## src/rtl/mouse_pkg.sv

```systemverilog
// rtl/mouse_pkg.sv - shared constants and helpers for the mouse cursor tracker
package mouse_pkg;

    localparam int ARITH_W = 13;

    localparam logic [2:0] ST_IDLE   = 3'd0;
    localparam logic [2:0] ST_ACK    = 3'd1;
    localparam logic [2:0] ST_CALC   = 3'd2;
    localparam logic [2:0] ST_COMMIT = 3'd3;
    localparam logic [2:0] ST_DRAIN  = 3'd4;

    localparam int BTN_L = 0;
    localparam int BTN_R = 1;
    localparam int BTN_M = 2;

    // Sign-extend a 9-bit PS/2 delta to the arithmetic width, then apply speed scaling
    function automatic logic signed [ARITH_W-1:0] scale_delta(input logic [8:0] inc, input int shift);
        logic signed [ARITH_W-1:0] ext;
        ext = $signed({{(ARITH_W-9){inc[8]}}, inc});
        return ext <<< shift;
    endfunction

endpackage

```

## src/rtl/axis_clamp.sv

```systemverilog
// rtl/axis_clamp.sv - clamps a signed coordinate into 0..LIMIT-1
module axis_clamp
    import mouse_pkg::*;
#(
    parameter int LIMIT = 640,
    parameter int POS_W = 10
) (
    input  logic signed [ARITH_W-1:0] i_value,
    output logic        [POS_W-1:0]   o_value
);

    localparam logic signed [ARITH_W-1:0] MAX_S = ARITH_W'(LIMIT - 1);
    localparam logic        [POS_W-1:0]   MAX_P = POS_W'(LIMIT - 1);

    always_comb begin
        o_value = i_value[POS_W-1:0];
        if (i_value < 0) begin
            o_value = '0;
        end else if (i_value > MAX_S) begin
            o_value = MAX_P;
        end
    end

endmodule

```

## src/rtl/mouse_cursor_tracker.sv

```systemverilog
// rtl/mouse_cursor_tracker.sv - absolute clamped cursor and button tracking from PS/2 packets
module mouse_cursor_tracker
    import mouse_pkg::*;
#(
    parameter int SCREEN_W    = 640,
    parameter int SCREEN_H    = 480,
    parameter int POS_W       = 10,
    parameter int SPEED_SHIFT = 0
) (
    input  logic             i_clk,
    input  logic             i_reset,
    input  logic             i_data_ready,
    input  logic [8:0]       i_x_increment,
    input  logic [8:0]       i_y_increment,
    input  logic             i_bt_left,
    input  logic             i_bt_right,
    input  logic             i_bt_middle,
    input  logic             i_error_no_ack,
    input  logic             i_recenter,
    output logic             o_read,
    output logic [POS_W-1:0] o_cursor_x,
    output logic [POS_W-1:0] o_cursor_y,
    output logic [2:0]       o_buttons,
    output logic             o_moved,
    output logic             o_button_change,
    output logic             o_mouse_fault
);

    localparam logic [POS_W-1:0] CENTER_X = POS_W'(SCREEN_W / 2);
    localparam logic [POS_W-1:0] CENTER_Y = POS_W'(SCREEN_H / 2);

    logic [2:0]                r_state;
    logic [8:0]                r_x_inc;
    logic [8:0]                r_y_inc;
    logic [2:0]                r_btn_lat;
    logic signed [ARITH_W-1:0] r_nx;
    logic signed [ARITH_W-1:0] r_ny;
    logic [POS_W-1:0]          r_cursor_x;
    logic [POS_W-1:0]          r_cursor_y;
    logic [2:0]                r_buttons;
    logic                      r_read;
    logic                      r_moved;
    logic                      r_button_change;
    logic                      r_mouse_fault;

    logic [POS_W-1:0]          w_clamp_x;
    logic [POS_W-1:0]          w_clamp_y;
    logic signed [ARITH_W-1:0] w_old_x;
    logic signed [ARITH_W-1:0] w_old_y;

    assign w_old_x = $signed({{(ARITH_W-POS_W){1'b0}}, r_cursor_x});
    assign w_old_y = $signed({{(ARITH_W-POS_W){1'b0}}, r_cursor_y});

    axis_clamp #(.LIMIT(SCREEN_W), .POS_W(POS_W)) u_clamp_x (
        .i_value (r_nx),
        .o_value (w_clamp_x)
    );

    axis_clamp #(.LIMIT(SCREEN_H), .POS_W(POS_W)) u_clamp_y (
        .i_value (r_ny),
        .o_value (w_clamp_y)
    );

    always_ff @(posedge i_clk) begin
        if (i_reset) begin
            r_state         <= ST_IDLE;
            r_x_inc         <= '0;
            r_y_inc         <= '0;
            r_btn_lat       <= '0;
            r_nx            <= '0;
            r_ny            <= '0;
            r_cursor_x      <= CENTER_X;
            r_cursor_y      <= CENTER_Y;
            r_buttons       <= '0;
            r_read          <= 1'b0;
            r_moved         <= 1'b0;
            r_button_change <= 1'b0;
            r_mouse_fault   <= 1'b0;
        end else begin
            // Read is registered off the ACK state so it lands two cycles after DataReady
            r_read          <= (r_state == ST_ACK);
            r_moved         <= 1'b0;
            r_button_change <= 1'b0;
            if (i_error_no_ack) begin
                r_mouse_fault <= 1'b1;
            end

            case (r_state)
                ST_IDLE: begin
                    if (i_data_ready) begin
                        r_x_inc          <= i_x_increment;
                        r_y_inc          <= i_y_increment;
                        r_btn_lat[BTN_L] <= i_bt_left;
                        r_btn_lat[BTN_R] <= i_bt_right;
                        r_btn_lat[BTN_M] <= i_bt_middle;
                        r_state          <= ST_ACK;
                    end
                end
                ST_ACK: begin
                    r_state <= ST_CALC;
                end
                ST_CALC: begin
                    // Screen Y grows downward, so a positive mouse Y subtracts
                    r_nx    <= w_old_x + scale_delta(r_x_inc, SPEED_SHIFT);
                    r_ny    <= w_old_y - scale_delta(r_y_inc, SPEED_SHIFT);
                    r_state <= ST_COMMIT;
                end
                ST_COMMIT: begin
                    r_buttons       <= r_btn_lat;
                    r_button_change <= (r_btn_lat != r_buttons);
                    r_cursor_x      <= w_clamp_x;
                    r_cursor_y      <= w_clamp_y;
                    r_moved         <= (w_clamp_x != r_cursor_x) || (w_clamp_y != r_cursor_y);
                    r_state         <= ST_DRAIN;
                end
                ST_DRAIN: begin
                    if (!i_data_ready) begin
                        r_state <= ST_IDLE;
                    end
                end
                default: begin
                    r_state <= ST_IDLE;
                end
            endcase

            // Recenter overrides any position written above, including a COMMIT
            if (i_recenter) begin
                r_cursor_x <= CENTER_X;
                r_cursor_y <= CENTER_Y;
                r_moved    <= (CENTER_X != r_cursor_x) || (CENTER_Y != r_cursor_y);
            end
        end
    end

    assign o_read          = r_read;
    assign o_cursor_x      = r_cursor_x;
    assign o_cursor_y      = r_cursor_y;
    assign o_buttons       = r_buttons;
    assign o_moved         = r_moved;
    assign o_button_change = r_button_change;
    assign o_mouse_fault   = r_mouse_fault;

endmodule

```

## config.mk

```make
export PLATFORM = sky130hd
export DESIGN_NAME = mouse_cursor_tracker
export DESIGN_NICKNAME = d
export VERILOG_FILES = /design/src/rtl/mouse_pkg.sv /design/src/rtl/axis_clamp.sv /design/src/rtl/mouse_cursor_tracker.sv
export SDC_FILE = /design/constraint.sdc
export NUM_CORES = 1
export LEC_CHECK = 0
export CORE_ASPECT_RATIO = 1.4
export CORE_MARGIN = 5
export CORE_UTILIZATION = 30
export DETAILED_ROUTE_END_ITERATION = 10
export PLACE_DENSITY = 0.49
export SLEW_MARGIN = 20
export SYNTH_ARGS = -nofsm -noshare
export SYNTH_HDL_FRONTEND = slang
export SYNTH_SLANG_ARGS = --single-unit
```

## constraint.sdc

```tcl
create_clock -name i_clk -period 2.58 [get_ports i_clk]
set_input_delay 0.516 -clock i_clk [delete_from_list [all_inputs] [get_ports i_clk]]
set_output_delay 0.516 -clock i_clk [all_outputs]
set_load 0.01 [all_outputs]
```

==> Yosys cells after proc, flatten, opt, wreduce, memory -nomap -nowiden <==
Index checks and enable logic that the tools add are counted.
{ "word_totals": {"reg_bits": 75, "input_bits": 26, "out_inout_bits": 27, "wordCells": 47} }
{ "classes": {"add_sub_neg": 2, "n_lt_le_gt_ge": 4, "n_eq_ne": 11, "muxes": 9, "bitwise_logic": 1, "n_reduce_logical": 7} }
{ "ops": {"columns": ["operator", "n"], "rows": [
  ["10-bit 2-to-1 mux", 4],
  ["12-bit by 1-bit < comparator with 1-bit output (second input constant)", 2],
  ["10-bit != test", 2],
  ["3-bit one-hot mux with 5 select lines", 1],
  ["11-bit by 9-bit adder with 12-bit output", 1],
  ["12-bit by 10-bit > comparator with 1-bit output (second input constant)", 1],
  ["12-bit by 11-bit > comparator with 1-bit output (second input constant)", 1],
  ["11-bit by 9-bit subtractor with 12-bit output", 1],
  ["8-bit by 10-bit != test with 1-bit output (first input constant)", 1],
  ["9-bit by 10-bit != test with 1-bit output (first input constant)", 1],
  ["3-bit by 2-bit == test with 1-bit output (second input constant)", 2],
  ["3-bit 2-to-1 mux", 2],
  ["2-bit != test (second input constant)", 2],
  ["2-bit AND reduction", 2],
  ["2-bit OR reduction", 2],
  ["3-bit by 1-bit == test with 1-bit output (second input constant)", 1],
  ["3-bit == test (second input constant)", 1],
  ["3-bit logical NOT", 1],
  ["3-bit != test", 1],
  ["1-bit logical OR", 2],
  ["1-bit 2-to-1 mux", 2],
  ["1-bit NOT", 1]
]} }

==> Depth between registers and ports, before layout <==
Gate-level depths: netlist of run 1.
{ "depth": {"depth_word": 7, "mapped_depth": 9, "mapped_depth_nobuf": 9} }

==> Cells and area by module <==
Synthesis of run 1 repeated with hierarchy kept, for this count alone.
{ "hier_totals": {"cells_unflattened": 538, "area_unflattened_um2": 4219.0} }
{ "modules_own_cells": {"columns": ["mod", "n_inst", "cells_each", "area_per_inst_um2", "seq_area_each_um2"], "rows": [
  ["mouse_cursor_tracker", 1, 493, 3953.8, 1501.4],
  ["axis_clamp (u_clamp_x)", 1, 23, 141.4, 0.0],
  ["axis_clamp (u_clamp_y)", 1, 22, 123.9, 0.0]
]} }

==> Least setup slack after synthesis of run 1 <==
Ideal clock, no wire load.
{ "synth_timing": {"kind": "reg2reg", "startpoint": "register r_cursor_x[0] (netlist: o_cursor_x[0])", "endpoint": "register r_nx[8]", "setup_time_ns": 0.079, "arrival_ns": 2.161, "required_ns": 2.501, "slack_ns": 0.340, "stages_incl_launch_ff": 10, "path_buffers": 0, "synth_period_minus_slack_ns": 2.240, "path_cell_list": "dfxtp_1 ha_1 inv_1 fa_1 nor2b_1 o21ai_0 a21boi_1 o21bai_1 a2111o_1 o211ai_1"} }
{ "synth_between": {"elab_chain_cells": 1} }
{ "synth_rtl": {"columns": ["item", "line", "source"], "rows": [
  ["start, declared", "mouse_cursor_tracker.sv:38", "logic [POS_W-1:0] r_cursor_x;"],
  ["start signal, assigned", "mouse_cursor_tracker.sv:111", "r_cursor_x <= w_clamp_x;"],
  ["11-bit by 9-bit adder with 12-bit output", "mouse_cursor_tracker.sv:104", "r_nx <= w_old_x + scale_delta(r_x_inc, SPEED_SHIFT);"],
  ["end signal, assigned", "mouse_cursor_tracker.sv:104", null],
  ["end, declared", "mouse_cursor_tracker.sv:36", "logic signed [ARITH_W-1:0] r_nx;"]
]} }
Every way passes these cells.
A chain may end at the register's enable or synchronous reset.

==> Worst setup path in the final report of run 1 <==
Ends and elaborated chain as after synthesis.

==> metrics.md, run 1 <==
| Metric | Value |
|---|---|
| Run status | `complete, no violations` |
| Global-route wire length before repair | `20.2 mm` |
| Clock power frac | `0.407` |
| Gp weighted congestion | `0.872` |
| Fillers | `1,501` |
| Worst hold path class | `flip-flop to flip-flop` |
| Synth Area in Adders | `0.0746` |
| Post-synthesis xor/xnor area fraction | `0.0270` |
| Starting DRC count in detailed routing | `~180` |
| Core Box Area | `0.0138 mm²` |
| Tcrit/Tclk final | `0.888` |
| Post-synth EDFFs | `0` |
| Setup CP Type | `flip-flop to flip-flop` |
| Share of cells above drive strength 1 | `0.0544` |
| R2r startpoint | `o_cursor_x[0]` |
| Worst-margin pin slew | `a little over 0.7 ns` |
| Worst-Skew Late Latency | `0.34 ns` |
| Asr flop ratio synth | `0` |
| Design Power | `slightly above 3 mW` |
| CTS Sinks | `75` |
| Largest net degree at the start of global routing | `33` |
| Combinational fraction of design power | `0.174` |
| Crit end category | `flip-flop` |
| Hold path startpoint | `r_ny[3]` |
| Switching part of the total | `0.282` |
| Final Setup Violations | `0` |
| Syn Std Cell Area | `0.00422 mm²` |
| H-tree depth | `3` |
| Cell Rows | `51` |
| Max Cap Viol | `0` |
| Total congestion overflow | `0` |
| R2R Path End | `r_nx[8]` |
| Crit path required time | `2.85 ns` |
| WHS Endpoint | `r_ny[3]` |
| Resize count post-CTS | `0` |
| Number of remaining DRC errors | `0` |
| Crit path DAT | `approximately 2.6 ns` |
| Met3 usage | `0.0292` |
| Total CTS buffers | `9` |
| Clock transition at path regs | `0.06 ns` |
| Max Slew Vio Count | `0` |
| Critical Path Fanout Max | `7` |
| Relative slew margins | `0.514` |
| Clk buf depth | `2` |
| Worst Skew | `0.00873 ns` |
| Routed vias | `approximately 4,000` |
| Final worst slack | `0.290 ns` |
| Yosys reg bits | `75` |
| Leak pwr | `1.90 nW` |
| # diodes | `0` |
| Met1 Use GR | `0.206` |
| Post-synthesis area per instance | `7.62 µm²` |
| Total global-route track usage | `0.157` |
| Hold Vio Cnt, Final | `0` |
| Post-synthesis compound-gate area fraction | `0.233` |
| Layout area overhead | `23.9%` |
| Vias in the first global route | `3,985` |
| Via density | `5.07` |
| Syn nets | `604` |
| Max VDD drop | `0.271 mV` |
| TritonCTS clock tree | `built` |
| P_int | `about 2.2 mW` |
| Post-DP HPWL | `9.17 mm` |
| Power density over cell area | `roughly 590 mW/mm²` |
| Die Height | `150 µm` |
| I/O pin total | `53` |
| Initial Utilization | `0.305` |
| R2R setup slack | `0.29 ns` |
| DRT Pass-1 Iters | `4` |
| Mapped Cells | `554` |
| Final WL | `12.3 mm` |
| GR Layer Usage met2 | `0.248` |
| Register area share after synthesis | `0.355` |
| Port Buffers | `between 50 and 60` |
| Busiest grt layer | `met2` |
| Synth unique cells | `60` |
| Min-Delay Path Depth | `2` |
| Place WS | `~0.31 ns` |
| DIE WIDTH | `110 µm` |
| Multiplexer share of the synthesized area | `0.00237` |
| Total setup buffers inserted after CTS | `0` |
| Synth warnings | `0` |
| Full die area | `0.0166 mm²` |
| Post-DR wirelength/cell | `15.5 µm` |
| Cells on worst reg2reg path | `9` |
| P_sw | `between 800 and 900 µW` |
| Crit start category | `flip-flop` |
| Register share of total power | `0.419` |
| Worst hold slack | `0.450 ns` |
| Final Critical Period | `2.29 ns` |
| Final setup TNS | `0 ns` |
| Post-route ant nets | `0` |
| Post-Synth Simple-Gate Area | `0.257` |
| RSZ-0062 raised after global routing | `false` |
| Initial antenna violation count | `0` |
| Clock root buffer | `clkbuf_16` |
| Largest family of logic cells by synthesized area | `simple AND/OR/NAND/NOR gates` |
| Most used DFF post-synth | `dfxtp_1` |
| Nets | `652` |
| Cts hold-fix bufs | `0` |
| Max Freq | `437 MHz` |
power groups by stage:
stage               sequential, mW  combinational [mW]  clock [mW]
global route                  1.31               0.610        1.36
detailed placement            1.32               0.540           0
finish                        1.30               0.538        1.26
global placement              1.32               0.534           0
CTS                           1.30               0.542        1.30
floorplan                     1.30               0.388           0
flip-flops by register name, summed over array words and instances (netlist names), 3 cells and up:
name        count
r_x_inc         9
o_cursor_y     10
r_nx           12
o_buttons       3
r_ny           12
r_state         3
o_cursor_x     10
r_y_inc         9
r_btn_lat       3
worst max-delay path, cell delays in order, from the launching register on:
cell      delay [ns]
dfxtp_1         0.44
ha_1            0.25
inv_1           0.07
fa_1            0.37
nor2b_1         0.15
o21ai_0         0.10
a21boi_1        0.20
o21bai_1        0.13
a2111o_1        0.42
o211ai_1        0.09
layout by cell type (no fill, tap or decap), types with 3 or more instances in the layout:
| master | count |
|---|---|
| xor2_1 | 6 |
| nand2_1 | 89 |
| buf_4 | 11 |
| nor4b_1 | 3 |
| o21ai_1 | 4 |
| and3_1 | 4 |
| nor2b_1 | 10 |
| a211oi_2 | 3 |
| nor3b_1 | 3 |
| a211oi_1 | 7 |
| clkinv_2 | 3 |
| nor4_1 | 5 |
| o21ai_0 | 30 |
| or3_1 | 5 |
| a21oi_1 | 65 |
| clkdlybuf4s50_1 | 51 |
| a31oi_1 | 5 |
| o21a_1 | 7 |
| dfxtp_1 | 75 |
| o32ai_1 | 3 |
| ha_1 | 22 |
| xnor2_1 | 7 |
| nand3_1 | 11 |
| nand4_1 | 4 |
| nor3_1 | 30 |
| clkbuf_16 | 9 |
| inv_1 | 26 |
| and2_1 | 3 |
| o211ai_1 | 4 |
| a211o_1 | 3 |
| nand3b_1 | 7 |
| o21bai_1 | 3 |
| nor2_1 | 45 |
cell families (layout without fill, tap and decap cells):
kind of cell | Yosys count | in the layout
multiplexers | 1 | 1
XOR/XNOR | 13 | 13
buffers and inverters | 53 | 106
AND/OR/NAND/NOR | 230 | 230
adder cells (fa/ha/maj) | 24 | 24
AO/OA/AOI/OAI | 158 | 158
flip-flops | 75 | 75
Yosys cell counts, drive strengths merged (3+ instances only):
library cell | count | area share
a211o | 3 | 0.0062
nor2 | 45 | 0.040
o32ai | 3 | 0.0062
a21oi | 65 | 0.077
nand2 | 89 | 0.079
nand3 | 11 | 0.013
and3 | 4 | 0.0059
a211oi | 10 | 0.021
nand3b | 7 | 0.012
a31oi | 5 | 0.0074
or3 | 5 | 0.0074
buf | 8 | 0.011
nor2b | 10 | 0.015
nor3 | 30 | 0.036
inv | 26 | 0.023
nor4 | 5 | 0.0074
o21ai | 34 | 0.040
clkbuf | 18 | 0.016
nand4 | 4 | 0.0059
nor3b | 3 | 0.0053
ha | 22 | 0.065
o21a | 7 | 0.012
xor2 | 6 | 0.012
o211ai | 4 | 0.0071
nor4b | 3 | 0.0062
dfxtp | 75 | 0.36
xnor2 | 7 | 0.015
or2 | 4 | 0.0059
and2 | 3 | 0.0044
o21bai | 3 | 0.0053
how the worst max path moves through the flow:
stage / from / endpoint / slack [ns] / depth (start not counted)
2_1_floorplan: o_cursor_x[0] / r_nx[8] / 0.34 / 9
3_3_place_gp: o_cursor_x[0] / r_nx[8] / 0.35 / 9
3_5_place_dp: o_cursor_y[1] / r_ny[9] / 0.31 / 7
4_1_cts: o_cursor_x[0] / r_nx[8] / 0.26 / 9
5_1_grt: o_cursor_x[0] / r_nx[8] / 0.06 / 9
6_report: o_cursor_x[0] / r_nx[8] / 0.29 / 9
through the flow:
| stage | util | cells | instance area [µm²] |
|---|---|---|---|
| 6_report | 0.378 | 792 | 5240 |
| 5_1_grt | 0.378 | 792 | 5240 |
| 4_1_cts | 0.378 | 792 | 5240 |
| 3_5_place_dp | 0.357 | 776 | 4940 |
| 3_3_place_gp | 0.357 | 776 | 4940 |
| 2_1_floorplan | - | 554 | 4220 |
area by class of cell:
class	instances	area (µm²)	share of cell area
Inverter	27	101	0.0194
Clock inverter	5	52.6	0.0100
Sequential cell	75	1500	0.287
Timing Repair Buffer	63	598	0.114
Multi-Input combinational cell	426	2510	0.479
Tap cell	185	231	0.0442
Clock buffer	11	243	0.0464
metal layers:
| metal | part of all wire | up-vias | wire (µm) |
|---|---|---|---|
| met3 | 0.026 | 16 | 320 |
| li1 | - | 2067 | - |
| met5 | 0 | - | 0 |
| met1 | 0.47 | 1869 | 5800 |
| met2 | 0.48 | 67 | 5880 |
| met4 | 0.023 | 0 | 284 |
Power figures use the tool's default switching activity.
==> run 2: changes to the inputs <==
--- a/config.mk
+++ b/config.mk
@@ -8,6 +8,7 @@
 export CORE_ASPECT_RATIO = 1.4
 export CORE_MARGIN = 5
 export CORE_UTILIZATION = 30
+export CTS_CLUSTER_DIAMETER = 50
 export DETAILED_ROUTE_END_ITERATION = 10
 export PLACE_DENSITY = 0.49
 export SLEW_MARGIN = 20
==> results of run 2 <==
Final layout, timing and power as in run 1 (identical DEF).
==> run 3: changes to the inputs <==
--- a/config.mk
+++ b/config.mk
@@ -10,7 +10,6 @@
 export CORE_UTILIZATION = 30
 export CTS_CLUSTER_DIAMETER = 50
 export DETAILED_ROUTE_END_ITERATION = 10
-export PLACE_DENSITY = 0.49
 export SLEW_MARGIN = 20
 export SYNTH_ARGS = -nofsm -noshare
 export SYNTH_HDL_FRONTEND = slang
==> metrics.md, run 3 (synthesis results as in run 1) <==
| Metric | Value |
|---|---|
| CTS Sinks | `75 (unchanged)` |
| Total global-route track usage | `0.146 (-0.0109)` |
| Worst-margin pin slew | `0.710 ns (-0.0161 ns)` |
| Post-DR wirelength/cell | `14.7 µm (-5.0%)` |
| Total congestion overflow | `0 (unchanged)` |
| Number of remaining DRC errors | `0 (unchanged)` |
| Relative slew margins | `0.527 (+0.0125)` |
| Starting DRC count in detailed routing | `194 (+10%)` |
| H-tree depth | `3 (unchanged)` |
| Full die area | `0.0166 mm² (unchanged)` |
| Via density | `5.16 (+1.6%)` |
| Critical Path Fanout Max | `7 (unchanged)` |
| Total setup buffers inserted after CTS | `0 (unchanged)` |
| Max VDD drop | `0.276 mV (+1.8%)` |
| DIE WIDTH | `110 µm (unchanged)` |
| Global-route wire length before repair | `18.9 mm (-6.1%)` |
| Largest net degree at the start of global routing | `35 (+6.1%)` |
| Crit path DAT | `2.55 ns (about the same)` |
| TritonCTS clock tree | `built` |
| Max Freq | `435 MHz (-0.32%)` |
| Port Buffers | `52 (unchanged)` |
| Worst hold path class | `flip-flop to flip-flop` |
| Final WL | `11.7 mm (-5.1%)` |
| Setup CP Type | `flip-flop to flip-flop` |
| Clock transition at path regs | `0.06 ns (about the same)` |
| Leak pwr | `1.87 nW (-1.3%)` |
| Gp weighted congestion | `0.924 (+6.0%)` |
| Resize count post-CTS | `0 (unchanged)` |
| Vias in the first global route | `3,985 (unchanged)` |
| Max Cap Viol | `0 (unchanged)` |
| Power density over cell area | `569 mW/mm² (-3.9%)` |
| Run status | `complete, no violations` |
| Commonest non-fill, non-tap cell in the layout | `nand2_1` |
| Final setup TNS | `0 ns (unchanged)` |
| Clk buf depth | `2 (unchanged)` |
| Worst hold slack | `0.455 ns (+0.00491 ns)` |
| Worst Skew | `0.00600 ns (-0.00273 ns)` |
| Hold Vio Cnt, Final | `0 (unchanged)` |
| Cell Rows | `51 (unchanged)` |
| Final Setup Violations | `0 (unchanged)` |
| Place WS | `0.318 ns (+0.0116 ns)` |
| Commonest cells after routing, fill and taps aside | `89 x nand2_1, 75 x dfxtp_1, 65 x a21oi_1` |
| Initial antenna violation count | `0 (unchanged)` |
| Crit path required time | `2.84 ns (about the same)` |
| Max Slew Vio Count | `0 (unchanged)` |
| Routed vias | `4,078 (+1.5%)` |
| Crit end category | `flip-flop` |
| Total CTS buffers | `9 (unchanged)` |
| Core Box Area | `0.0138 mm² (unchanged)` |
| Post-route ant nets | `0 (unchanged)` |
| Tcrit/Tclk final | `0.890 (+0.00284)` |
| Initial Utilization | `0.305 (unchanged)` |
| Crit start category | `flip-flop` |
| Worst-Skew Late Latency | `0.34 ns (about the same)` |
| # diodes | `0 (unchanged)` |
| Share of cells above drive strength 1 | `0.0495 (-0.00486)` |
| Cts hold-fix bufs | `0 (unchanged)` |
| RSZ-0062 raised after global routing | `false` |
| DRT Pass-1 Iters | `5 (+1)` |
| Nets | `651 (-0.15%)` |
| Final Critical Period | `2.30 ns (+0.00732 ns)` |
| Layout area overhead | `23.0%` |
| Clock root buffer | `clkbuf_16` |
| Die Height | `150 µm (unchanged)` |
| Post-DP HPWL | `8.81 mm (-3.9%)` |
| Final worst slack | `0.283 ns (-0.00732 ns)` |
| Biggest regs | `r_nx x12, r_ny x12` |
| I/O pin total | `53 (unchanged)` |
-- run 3: changes by cell type in the layout (fill, tap and decap cells not counted) --
cell	change
buf_4	-1
bufinv_16	-1
clkbuf_1	+1
clkbuf_8	-1
clkinvlp_4	+1
or2_1	+1
or2_2	-1
-- run 3: through the flow --
step / cells / total power [mW] / instance area (µm²) / util
2_1_floorplan: 554 / 1.69 / 4220 / -
3_3_place_gp: 775 / 1.84 / 4930 / 0.356
3_5_place_dp: 775 / 1.85 / 4930 / 0.356
4_1_cts: 791 / 2.99 / 5190 / 0.375
5_1_grt: 791 / 3.12 / 5190 / 0.375
6_report: 791 / 2.96 / 5190 / 0.375
-- run 3: layout make-up --
class                   count  area (µm²)
clock buffers              11         233
clock inverters             5        30.0
fillers                  1453        8650
inverters                  27         101
multi-input cells         426        2510
flip-flops and latches     75        1500
well taps                 185         231
repair buffers             62         591
-- run 3: report_power, final --
group	total (mW)	switching, mW	internal, mW
Sequential	1.30	0.0720	1.23
Clock	1.13	0.481	0.646
Combinational	0.533	0.304	0.229
-- run 3: path summary, 6_finish.rpt --
kind                                    start  slack (ns)  depth (start not counted)    endpoint
worst max-delay path            o_cursor_x[0]        0.28                          9     r_nx[8]
worst min-delay path               r_y_inc[4]        0.45                          2  r_y_inc[4]
worst max register to register  o_cursor_x[0]        0.28                          9     r_nx[8]
worst min register to register     r_y_inc[4]        0.45                          2  r_y_inc[4]
-- run 3: layer usage --
layer	vias to the layer above	GRT usage	routed length, µm
li1	2059	-	-
met3	30	0.0283	597
met4	0	0.0863	520
met5	-	0	0
met1	1848	0.174	5040
met2	141	0.240	5490
-- run 3: worst max-delay path, cell delays in order, from the launching register on --
cell	delay (ns)
dfxtp_1	0.45
ha_1	0.24
inv_1	0.07
fa_1	0.37
nor2b_1	0.15
o21ai_0	0.11
a21boi_1	0.22
o21bai_1	0.12
a2111o_1	0.41
o211ai_1	0.09
